**config.mk**
```make
export PLATFORM = sky130hd
export DESIGN_NAME = iq_gain_sequencer
export DESIGN_NICKNAME = d
export VERILOG_FILES = /design/src/rtl/iq_gain_sequencer.sv
export SDC_FILE = /design/constraint.sdc
export NUM_CORES = 1
export LEC_CHECK = 0
export ABC_AREA = 1
export BUFFER_PORTS_ARGS = -buffer_cell sky130_fd_sc_hd__buf_2
export CORE_MARGIN = 2
export CORE_UTILIZATION = 60
export CTS_BUF_LIST = sky130_fd_sc_hd__clkbuf_2 sky130_fd_sc_hd__clkbuf_4 sky130_fd_sc_hd__clkbuf_8
export DETAILED_ROUTE_END_ITERATION = 8
export PLACE_DENSITY = 0.84
export SETUP_SLACK_MARGIN = 0.4
export SLEW_MARGIN = 20
export SYNTH_ARGS = -nofsm -noshare
export SYNTH_HDL_FRONTEND = slang
export SYNTH_SLANG_ARGS = --single-unit
```
**constraint.sdc**
```tcl
create_clock -name clk_i -period 13.4 [get_ports clk_i]
set_clock_uncertainty 0.15 [all_clocks]
set_input_delay 2.01 -clock clk_i [delete_from_list [all_inputs] [get_ports clk_i]]
set_output_delay 2.01 -clock clk_i [all_outputs]
set_load 0.1 [all_outputs]
```
**src/rtl/iq_gain_sequencer.sv**
```systemverilog
// Ramps the four IQ modulator gains toward CPU-written targets in bounded steps,
// using one shared datapath visited round-robin. Define IQ_GAIN_SEQ_HOLD_EN to add hold_i.
module iq_gain_sequencer #(
  parameter int GAINBITS = 16,
  parameter int DIVBITS  = 16
) (
  input  logic                       clk_i,
  input  logic                       rst_i,
  input  logic [3:0]                 target_we_i,
  input  logic signed [GAINBITS-1:0] target_i,
  input  logic [GAINBITS-1:0]        step_i,
  input  logic [DIVBITS-1:0]         div_i,
  input  logic                       start_i,
  input  logic                       abort_i,
`ifdef IQ_GAIN_SEQ_HOLD_EN
  input  logic                       hold_i,
`endif
  output logic signed [GAINBITS-1:0] g1_o,
  output logic signed [GAINBITS-1:0] g2_o,
  output logic signed [GAINBITS-1:0] g3_o,
  output logic signed [GAINBITS-1:0] g4_o,
  output logic                       busy_o,
  output logic                       done_o,
  output logic [3:0]                 ch_active_o
);

  typedef enum logic [1:0] {S_IDLE = 2'd0, S_RAMP = 2'd1, S_DONE = 2'd2} state_t;

  state_t                     state_r, state_nx;
  logic [DIVBITS-1:0]         presc_r, presc_nx;
  logic [1:0]                 ptr_r, ptr_nx;
  logic signed [GAINBITS-1:0] gain_r   [4];
  logic signed [GAINBITS-1:0] target_r [4];
  logic                       all_eq_r;
  logic                       busy_r, done_r;
  logic [3:0]                 ch_active_r;
  logic                       tick_s, upd_s, hold_s, eq_s;

  // One step of gain cur toward tgt; the result never passes tgt, so no overflow.
  function automatic logic signed [GAINBITS-1:0] step_toward(
    input logic signed [GAINBITS-1:0] cur,
    input logic signed [GAINBITS-1:0] tgt,
    input logic [GAINBITS-1:0]        step
  );
    logic signed [GAINBITS:0] diff;
    logic [GAINBITS:0]        mag;
    logic signed [GAINBITS:0] sum;
    diff = {tgt[GAINBITS-1], tgt} - {cur[GAINBITS-1], cur};
    mag  = diff[GAINBITS] ? -diff : diff;
    if ((step == {GAINBITS{1'b0}}) || (mag <= {1'b0, step})) begin
      sum = {tgt[GAINBITS-1], tgt};
    end else if (diff[GAINBITS]) begin
      sum = {cur[GAINBITS-1], cur} - {1'b0, step};
    end else begin
      sum = {cur[GAINBITS-1], cur} + {1'b0, step};
    end
    return sum[GAINBITS-1:0];
  endfunction

`ifdef IQ_GAIN_SEQ_HOLD_EN
  assign hold_s = hold_i;
`else
  assign hold_s = 1'b0;
`endif

  assign tick_s = (presc_r >= div_i);
  assign eq_s   = (gain_r[0] == target_r[0]) && (gain_r[1] == target_r[1]) &&
                  (gain_r[2] == target_r[2]) && (gain_r[3] == target_r[3]);

  // Next-state, prescaler and pointer logic; abort outranks everything else.
  always_comb begin
    state_nx = state_r;
    presc_nx = presc_r;
    ptr_nx   = ptr_r;
    upd_s    = 1'b0;
    case (state_r)
      S_IDLE: begin
        if (abort_i) begin
          state_nx = S_IDLE;
        end else if (start_i) begin
          state_nx = S_RAMP;
          presc_nx = {DIVBITS{1'b0}};
          ptr_nx   = 2'd0;
        end else begin
          state_nx = S_IDLE;
        end
      end
      S_RAMP: begin
        if (abort_i) begin
          state_nx = S_IDLE;
        end else if (hold_s) begin
          state_nx = S_RAMP;
        end else begin
          state_nx = all_eq_r ? S_DONE : S_RAMP;
          if (tick_s) begin
            upd_s    = 1'b1;
            presc_nx = {DIVBITS{1'b0}};
            ptr_nx   = ptr_r + 2'd1;
          end else begin
            presc_nx = presc_r + {{(DIVBITS-1){1'b0}}, 1'b1};
          end
        end
      end
      S_DONE: begin
        state_nx = S_IDLE;
      end
      default: begin
        state_nx = S_IDLE;
      end
    endcase
  end

  // State, gains, targets and registered outputs.
  always_ff @(posedge clk_i) begin
    if (rst_i) begin
      state_r     <= S_IDLE;
      presc_r     <= {DIVBITS{1'b0}};
      ptr_r       <= 2'd0;
      all_eq_r    <= 1'b0;
      busy_r      <= 1'b0;
      done_r      <= 1'b0;
      ch_active_r <= 4'b0000;
      for (int k = 0; k < 4; k++) begin
        gain_r[k]   <= {GAINBITS{1'b0}};
        target_r[k] <= {GAINBITS{1'b0}};
      end
    end else begin
      state_r <= state_nx;
      presc_r <= presc_nx;
      ptr_r   <= ptr_nx;
      for (int k = 0; k < 4; k++) begin
        if (target_we_i[k]) begin
          target_r[k] <= target_i;
        end
      end
      if (upd_s) begin
        gain_r[ptr_r] <= step_toward(gain_r[ptr_r], target_r[ptr_r], step_i);
      end
      // A target write makes the registered compare stale, so it is forced low.
      all_eq_r    <= eq_s && (target_we_i == 4'b0000);
      busy_r      <= (state_nx == S_RAMP);
      done_r      <= (state_nx == S_DONE);
      ch_active_r <= (state_nx == S_RAMP) ? (4'b0001 << ptr_nx) : 4'b0000;
    end
  end

  assign g1_o        = gain_r[0];
  assign g2_o        = gain_r[1];
  assign g3_o        = gain_r[2];
  assign g4_o        = gain_r[3];
  assign busy_o      = busy_r;
  assign done_o      = done_r;
  assign ch_active_o = ch_active_r;

endmodule

```
======== Word level (Yosys, flattened, before mapping) ========
Memory sizes are Yosys's and may differ from the RTL's. A register that Yosys moved wholly into a read port is not among the register bits.
Cells that the tools add are included.
operators by class
  add/subtract/negate cells ............... 6
  magnitude comparators ................... 2
  equal/unequal tests ..................... 10
  shift-type cells ........................ 1
  mux-type cells .......................... 49
  bitwise logic cells ..................... 5
  reductions and logical operators ........ 12
operator list
  kind                   count
  $mux 16                13
  $eq 16x16->1           4
  $pmux 16 s2            1
  $mux 1                 23
  $mux 2                 9
  $le 17x16->1           1
  $mux 17                1
  $neg 17->17            1
  $sub 16x16->17         1
  $add 16x1->16 const B  1
  $add 16x16->16         1
  $ge 16x16->1           1
  $logic_not 16->1       1
  $reduce_or 16->1       1
  $sub 16x16->16         1
  $pmux 2 s2             2
  $ne 2x2->1 const B     3
  $eq 2x1->1 const B     2
  $logic_and 1x1->1      4
  $logic_not 4->1        1
  $or 1x1->1             4
  $reduce_and 4->1       1
  $shl 1x2->4 const A    1
  $add 2x1->2 const B    1
  6 further kinds        6
word-level totals
  flip-flop bits (word level) ............. 27
  bits in writable memories ............... 128
  bits of input ports ..................... 56
  output and inout bits ................... 70
  word-level logic and storage cells ...... 94
  memories kept ........................... 2
memory list
  name      depth  bits a word  read ports  clocked after Yosys merged registers in  wr ports  line  source
  gain_r    4      16           5           1                                        4         32    logic signed [GAINBITS-1:0] gain_r [4];
  target_r  4      16           5           1                                        4         33    logic signed [GAINBITS-1:0] target_r [4];

======== Longest topological paths before layout ========
Gate-level depths: netlist of run 1.
  depth after elaboration ................. 9
  mapped depth ............................ 43

======== Worst setup path before layout of run 1 ========
Ideal clock, no wire load.
  kind .................................... flip-flop to flip-flop
  start point ............................. reg ptr_r[0]
  end point ............................... mem gain_r[3][11] (data pin)
  library setup time ...................... 0.266 ns
  arrival ................................. 4.877 ns
  slack ................................... 8.107 ns
  cell stages (with the launch flop) ...... 30
  clock period less this slack ............ 5.293 ns
  cell sequence ........................... dfxtp_1 clkbuf_1 inv_1 buf_2 clkbuf_1 clkbuf_1 nand2_1 a32oi_1 fa_1 inv_1 nand3_1 nand2_2 nand2_1 nand2_1 nand3_1 nand3_1 nand2_1 clkbuf_1 nand2_1 xor2_1 ha_1 a21oi_1 nand2_1 a21boi_0 o21ai_0 a21oi_1 o21bai_1 xor2_1 o21ai_2 nor2_1
RTL lines
  element                 line  source
  from (decl)             31    logic [1:0] ptr_r, ptr_nx;
  from (signal assigned)  130   ptr_r <= ptr_nx;
  to (decl)               32

==> results.py, run 1 <==
metrics = {
    "power_and_ir_drop": {
        "swShare_pct": 38.74,
        "p_comb_share_pct": 35.6,
        "internal_power_w": 0.0008856,
        "ir_drop_v": 0.0001304,
        "power_frac_clock_pct": 25.0,
        "cellLeakagePower_nw": 5.969,
        "power_frac_seq_pct": 39.5,
        "powerDensity_nw_per_um2": 117.1,
        "p_switching_w": 0.0005601,
    },
    "critical_path": {
        "cp.depth": 24,
        "crit_required_ns": 13.45,
        "end_kind": "register",
        "r2r_slack_ns": 6.40,
        "arrival_ns": 7.05,
        "r2r_end": "gain_r[0][11]",
        "path_buf_inv": 4,
        "worst_path_max_delay_cell": "buf_4",
        "crit_family": "compound AO/OA/AOI/OAI gates",
        "crit_end": "gain_r[0][11]",
        "worstRegToRegCells": 24,
        "crit_start": "ptr_r[0]",
        "path_cells": "buf_4 > inv_1 > buf_4 > o21ai_0 > a21oi_1 > a21oi_1 > ha_1 > a21oi_1 > o21ai_0 > a21oi_1 > nand3_1 > nand2_1 > inv_2 > o21ai_0 > ha_1 > nand3_1 > nand2_1 > a21boi_0 > o21ai_0 > a21oi_1 > o21bai_1 > xor2_1 > o21ai_2 > nor2_1",
        "max_stage_delay_ns": 0.65,
        "crit_top_cell": "a21oi_1",
        "start_kind": "register",
        "path_class": "register to register",
        "critPathMaxFanout": 87,
        "r2r-start": "ptr_r[0]",
    },
    "cts": {
        "cts_resized": 0,
        "cts_root_buf": "clkbuf_8",
        "numClockSinks": 155,
        "post-cts-setup-buffers": 0,
        "clk_latency_ns": 0.47,
        "cts_made_buffers": 17,
        "cts_max_level": 4,
        "cts_tree": "yes",
        "clk_pin_slew_ns": 0.09,
        "clock_path_buffers": 2,
        "ctsHoldBuffers": 0,
    },
    "synthesis": {
        "synth_fa_ha_area_share_pct": 7.746,
        "yosys_warnings": 0,
        "synthMuxAreaShare_pct": 0,
        "yosys.area.top_type": "edfxtp_1",
        "netlist.area_leader.share_pct": 34.39,
        "mappedNetlistArea_um2": 11180,
        "synthSimpleGateAreaFrac_pct": 26.00,
        "synth_area_leaders": "edfxtp_1 34%, nand2_1 9.2%, nor2_1 8.0%",
        "ys_types": 49,
        "synthXorXnorAreaFrac_pct": 7.914,
        "synthCells": 1435,
        "avgSynthCellArea_um2": 7.790,
        "synth_fp_nets": 1559,
        "seq_area_frac_synth_pct": 39.22,
        "synth_compound_area_share_pct": 9.962,
        "synth_seq_cells": 155,
        "synth_top_family_by_area": "simple AND/OR/NAND/NOR gates",
    },
    "global_route": {
        "grt_util_all_layers_pct": 32.56,
        "overflow": 0,
        "grt_pass1_vias": 9677,
        "antenna_found_initial": 0,
        "grt_first_pass_wirelength_mm": 49.80,
        "grt_max_degree": 88,
    },
    "finish": {
        "area_delta_synth_final_pct": 10.45,
        "final-seq-area_um2": 4385,
        "mostFrequentLayoutCells": "275 x nand2_1, 237 x nor2_1, 226 x inv_1",
        "nFillCells": 1533,
        "layout_commonest_cell": "nand2_1",
        "diodes": 0,
        "layout-drive-gt1-share_pct": 14.44,
        "fin_nets": 1669,
        "stdcell_area_um2": 12350,
        "multi_input_area_um2": 5771,
    },
    "place": {
        "hpwl_mm": 24.61,
        "dp_slack_ns": 6.659,
        "io_buffer_count": 125,
        "placed_cell_area_um2": 11950,
        "gp_congestion": 0.9936,
    },
    "floorplan": {
        "die_area_um2": 19740,
        "rows": 49,
        "core_um2": 18150,
        "ios": 126,
        "die_h_um": 140.5,
        "die_w_um": 140.5,
        "start_util_pct": 61.60,
    },
    "timing": {
        "grt_setup_unrepaired": "false",
        "worst_pin_slew_ns": 0.9748,
        "finalWorstPathRequiredPeriod_ns": 6.999,
        "hold_violations": 0,
        "fin_tns_setup_ns": 0,
        "max_freq_mhz": 142.9,
        "relSlewSlack_pct": 34.86,
        "finalWorstSetupSlack_ns": 6.401,
        "setup_viol": 0,
        "post-route-period-util_pct": 52.23,
        "report.final.slew_viol_count": 0,
    },
    "route": {
        "ant_nets": 0,
        "first_iter_violations": 1168,
        "wirelength_mm": 31.99,
        "drt-wirelength-per-cell_um": 17.90,
        "vias": 10320,
        "drc_errors": 0,
        "dr.pass1.iters": 6,
        "via_per_inst": 5.775,
    },
    "hold_path": {
        "worst_hold_path_type": "register to register",
    },
    "status": {
        "status": "finished clean",
    },
    "flow_run": {
        "cap_violations": 0,
    },
}
==> synth_stat cells (all sizes together) <==
cell type	instances
a22oi	1
a31oi	7
edfxtp	128
nor4	8
a21oi	78
and3	1
clkbuf	30
a21o	1
fa	2
inv	229
o31a	1
dfxtp	27
a21boi	1
a221oi	1
nand3	57
xnor2	27
nand3b	8
nand2	300
o211ai	2
nor2	241
o21ai	38
o22ai	3
o32ai	2
xor2	74
a32oi	33
ha	66
buf	7
nor3b	2
a211oi	2
o21bai	2
or2	12
nor3	16
a2111oi	1
and2	2
nand4	23
o41ai	2
==> routing by layer <==
metal | wire, um | global-route usage, % | vias to the layer above
met5 | 0 | 0 | -
met4 | 1107 | 11.74 | 0
met3 | 3383 | 6.120 | 105
met2 | 14700 | 53.77 | 583
met1 | 12810 | 43.13 | 4717
li1 | - | - | 4915
==> power by group through the flow <==
stage          clock network, W  registers [W]  logic [W]
6_report               0.000361       0.000571   0.000514
3_5_place_dp                  0       0.000581   0.000504
2_1_floorplan                 0       0.000623   0.000358
5_1_grt                0.000376       0.000572   0.000568
3_3_place_gp                  0       0.000580   0.000493
4_1_cts                0.000357       0.000570   0.000508
==> layout make-up <==
class / count / area share [%]
clock buffers: 21 / 2.240
clock inverters: 11 / 0.9728
inverters: 229 / 6.962
multi-input cells: 1014 / 46.74
flip-flops and latches: 155 / 35.52
well taps: 229 / 2.321
repair buffers: 128 / 5.249
==> metrics by stage <==
stage               total power (W)  instances  utilization (%)  hold slack (ns)
global placement           0.001074       1755            65.85           0.3545
global route               0.001516       1787            68.04           0.4092
floorplan                 0.0009811       1435                -           0.2961
CTS                        0.001434       1787            68.04           0.3900
finish                     0.001446       1787            68.04           0.3928
detailed placement         0.001085       1755            65.85           0.3707
==> worst min-delay path, cell delays in order (launching register included) <==
cell and delay [ns]:
dfxtp_1 0.37, a32oi_1 0.06, nor2_1 0.08
==> flip-flops by register name, indices dropped and copies added (netlist names) <==
name         count
all_eq_r         1
busy_o           1
ch_active_o      4
done_o           1
gain_r          64
presc_r         16
ptr_r            2
state_r          2
target_r        64
==> worst min path at each step <==
stage                startpoint           to  slack, ns  depth (start not counted)
floorplan              all_eq_r       busy_o       0.30                          1
global placement    presc_r[10]  presc_r[10]       0.35                          2
detailed placement  presc_r[10]  presc_r[10]       0.37                          2
CTS                 presc_r[10]  presc_r[10]       0.39                          2
global route        presc_r[10]  presc_r[10]       0.41                          2
finish              presc_r[10]  presc_r[10]       0.39                          2
==> kinds of logic (layout without fill, tap and decap cells) <==
logic type,count (synthesis),in the layout
XOR/XNOR,101,101
buffers and inverters,266,389
adder cells (fa/ha/maj),68,68
AND/OR/NAND/NOR,670,670
flip-flops,155,155
AO/OA/AOI/OAI,175,175
No activity file was read; power rests on OpenSTA's default activity.
==> inputs of run 2 (changes only) <==
==> constraint.sdc (replaced) <==
create_clock -name clk_i -period 6.55 [get_ports clk_i]
set_clock_uncertainty 0.15 [all_clocks]
set_input_delay 0.9825 -clock clk_i [delete_from_list [all_inputs] [get_ports clk_i]]
set_output_delay 0.9825 -clock clk_i [all_outputs]
set_load 0.1 [all_outputs]
==> run 2 against run 1 <==
  * Sequential share of layout area fell by 0.15 points
  * Combinational power rose by 110%
  * Clock power up 96%
  * Maximum frequency up 25%
  * Global-route usage is 0.45 points lower
  * Hold slack worse by 0.0080 ns
  * Wire length fell by 1.4%
  * Critical path depth increased by 9
  * Via count barely moved
==> results.py, run 2 (same netlist as run 1, synthesis figures left out) <==
metrics = {
    "status": {
        "status": "finished clean",
    },
    "route": {
        "first_iter_violations": 1198,
        "vias": 10325,
        "via_per_inst": 5.755,
        "ant_nets": 0,
        "dr.max_layer_used": "met4",
        "drt-met1-wl_mm": 12.60,
        "wirelength_mm": 31.54,
        "wl_met3_mm": 3.336,
        "wl_met2_mm": 14.46,
        "dr.pass1.iters": 6,
        "drt-wirelength-per-cell_um": 17.58,
        "drc_errors": 0,
    },
    "critical_path": {
        "end_kind": "register",
        "max_stage_delay_ns": 0.46,
        "path_class": "register to register",
        "r2r-start": "ptr_r[1]",
        "crit_end": "gain_r[2][13]",
        "critPathMaxFanout": 49,
        "crit_required_ns": 6.59,
        "worstRegToRegCells": 33,
        "crit_top_cell": "nand2_1",
        "r2r_slack_ns": 0.96,
        "crit_start": "ptr_r[1]",
        "worst_path_max_delay_cell": "dfxtp_1",
        "r2r_end": "gain_r[2][13]",
        "start_kind": "register",
        "arrival_ns": 5.64,
    },
    "cts": {
        "ctsHoldBuffers": 0,
        "post-cts-setup-buffers": 0,
        "clock_path_buffers": 2,
        "cts_root_buf": "clkbuf_8",
        "cts_max_level": 4,
        "cts_resized": 0,
        "cts_tree": "yes",
        "cts_made_buffers": 17,
        "clk_latency_ns": 0.47,
        "clk_pin_slew_ns": 0.09,
        "numClockSinks": 155,
    },
    "flow_run": {
        "cap_violations": 0,
    },
    "power_and_ir_drop": {
        "cellLeakagePower_nw": 6.006,
        "internal_power_w": 0.001798,
        "ir_drop_v": 0.0002005,
        "p_comb_share_pct": 36.1,
        "power_frac_clock_pct": 24.1,
        "swShare_pct": 38.74,
        "power_frac_seq_pct": 39.8,
        "p_switching_w": 0.001137,
        "powerDensity_nw_per_um2": 236.7,
    },
    "finish": {
        "layout_commonest_cell": "nand2_1",
        "largestRegisters": "gain_r: 64 flops, target_r: 64 flops, presc_r: 16 flops",
        "area_delta_synth_final_pct": 10.91,
        "fin_util_pct": 68.32,
        "final_cells": 1794,
        "layout-drive-gt1-share_pct": 15.02,
        "fin_nets": 1676,
        "diodes": 0,
        "mostFrequentLayoutCells": "275 x nand2_1, 237 x nor2_1, 225 x inv_1",
    },
    "floorplan": {
        "ios": 126,
        "core_um2": 18150,
        "rows": 49,
        "die_area_um2": 19740,
        "start_util_pct": 61.60,
        "die_w_um": 140.5,
        "die_h_um": 140.5,
    },
    "place": {
        "gp_congestion": 1.007,
        "hpwl_mm": 24.40,
        "placed_cells": 1761,
        "io_buffer_count": 125,
    },
    "global_route": {
        "grt_util_all_layers_pct": 32.11,
        "grt_pass1_vias": 9366,
        "overflow": 0,
        "grt_max_degree": 78,
        "antenna_found_initial": 0,
        "grt_first_pass_wirelength_mm": 49.03,
    },
    "timing": {
        "report.final.slew_viol_count": 0,
        "fin_tns_setup_ns": 0,
        "worst_pin_slew_ns": 0.9640,
        "post-route-period-util_pct": 85.38,
        "relSlewSlack_pct": 35.58,
        "setup_viol": 0,
        "hold_violations": 0,
        "whs_ns": 0.3848,
        "finalWorstPathRequiredPeriod_ns": 5.592,
        "grt_setup_unrepaired": "false",
        "max_freq_mhz": 178.8,
    },
    "hold_path": {
        "worst_hold_path_type": "register to register",
    },
}
[run 2: changes by cell type in the layout (fill, tap and decap cells not counted), moves of 2 or more]
cell      change
clkbuf_8      -2
inv_4         +4
buf_4         +4
clkbuf_2      +3
[run 2: stage by stage]
step | power (W) | setup WS, ns | cell area [um^2]
floorplan | 0.002007 | 1.257 | 11180
global placement | 0.002198 | 0.9091 | 12000
CTS | 0.002919 | 0.7732 | 12370
finish | 0.002935 | 0.9577 | 12400
global route | 0.003086 | 0.4447 | 12400
detailed placement | 0.002228 | 0.7995 | 12000
[run 2: how the worst min path moves through the flow]
stage,startpoint,end,cells after the start
3_5_place_dp,all_eq_r,state_r[1],1
2_1_floorplan,all_eq_r,busy_o,1
5_1_grt,all_eq_r,done_o,1
4_1_cts,all_eq_r,state_r[1],1
6_report,all_eq_r,state_r[1],1
3_3_place_gp,presc_r[10],presc_r[10],2
[run 2: power by group through the flow]
stage	Clock [W]	Sequential (W)	Combinational [W]
global placement	0	0.00119	0.00101
detailed placement	0	0.00119	0.00104
global route	0.000749	0.00117	0.00117
CTS	0.000706	0.00117	0.00105
finish	0.000708	0.00117	0.00106
floorplan	0	0.00127	0.000732
[run 2: final cells by class]
| type | instances | area, um^2 |
|---|---|---|
| Clock buffer | 21 | 256.5 |
| Clock inverter | 11 | 117.6 |
| Fill cell | 1500 | 5749 |
| Inverter | 229 | 863.3 |
| Multi-Input combinational cell | 1014 | 5774 |
| Sequential cell | 155 | 4385 |
| Tap cell | 229 | 286.5 |
| Timing Repair Buffer | 134 | 709.4 |
| Timing Repair inverter | 1 | 5.005 |
[run 2: worst max-delay path: cells and delay by family, from the launching register on]
family                   cells  cell delay [ns]
XOR/XNOR                     1             0.15
adder cells (fa/ha/maj)      2             0.64
buffers and inverters        4             0.98
AND/OR/NAND/NOR             22             1.96
AO/OA/AOI/OAI                4             0.92
flip-flops                   1             0.46
[run 2: layer usage]
metal	track usage (%)	vias up
met5	0	-
met4	11.79	0
met3	6.598	86
met2	51.60	622
met1	43.34	4690
li1	-	4927
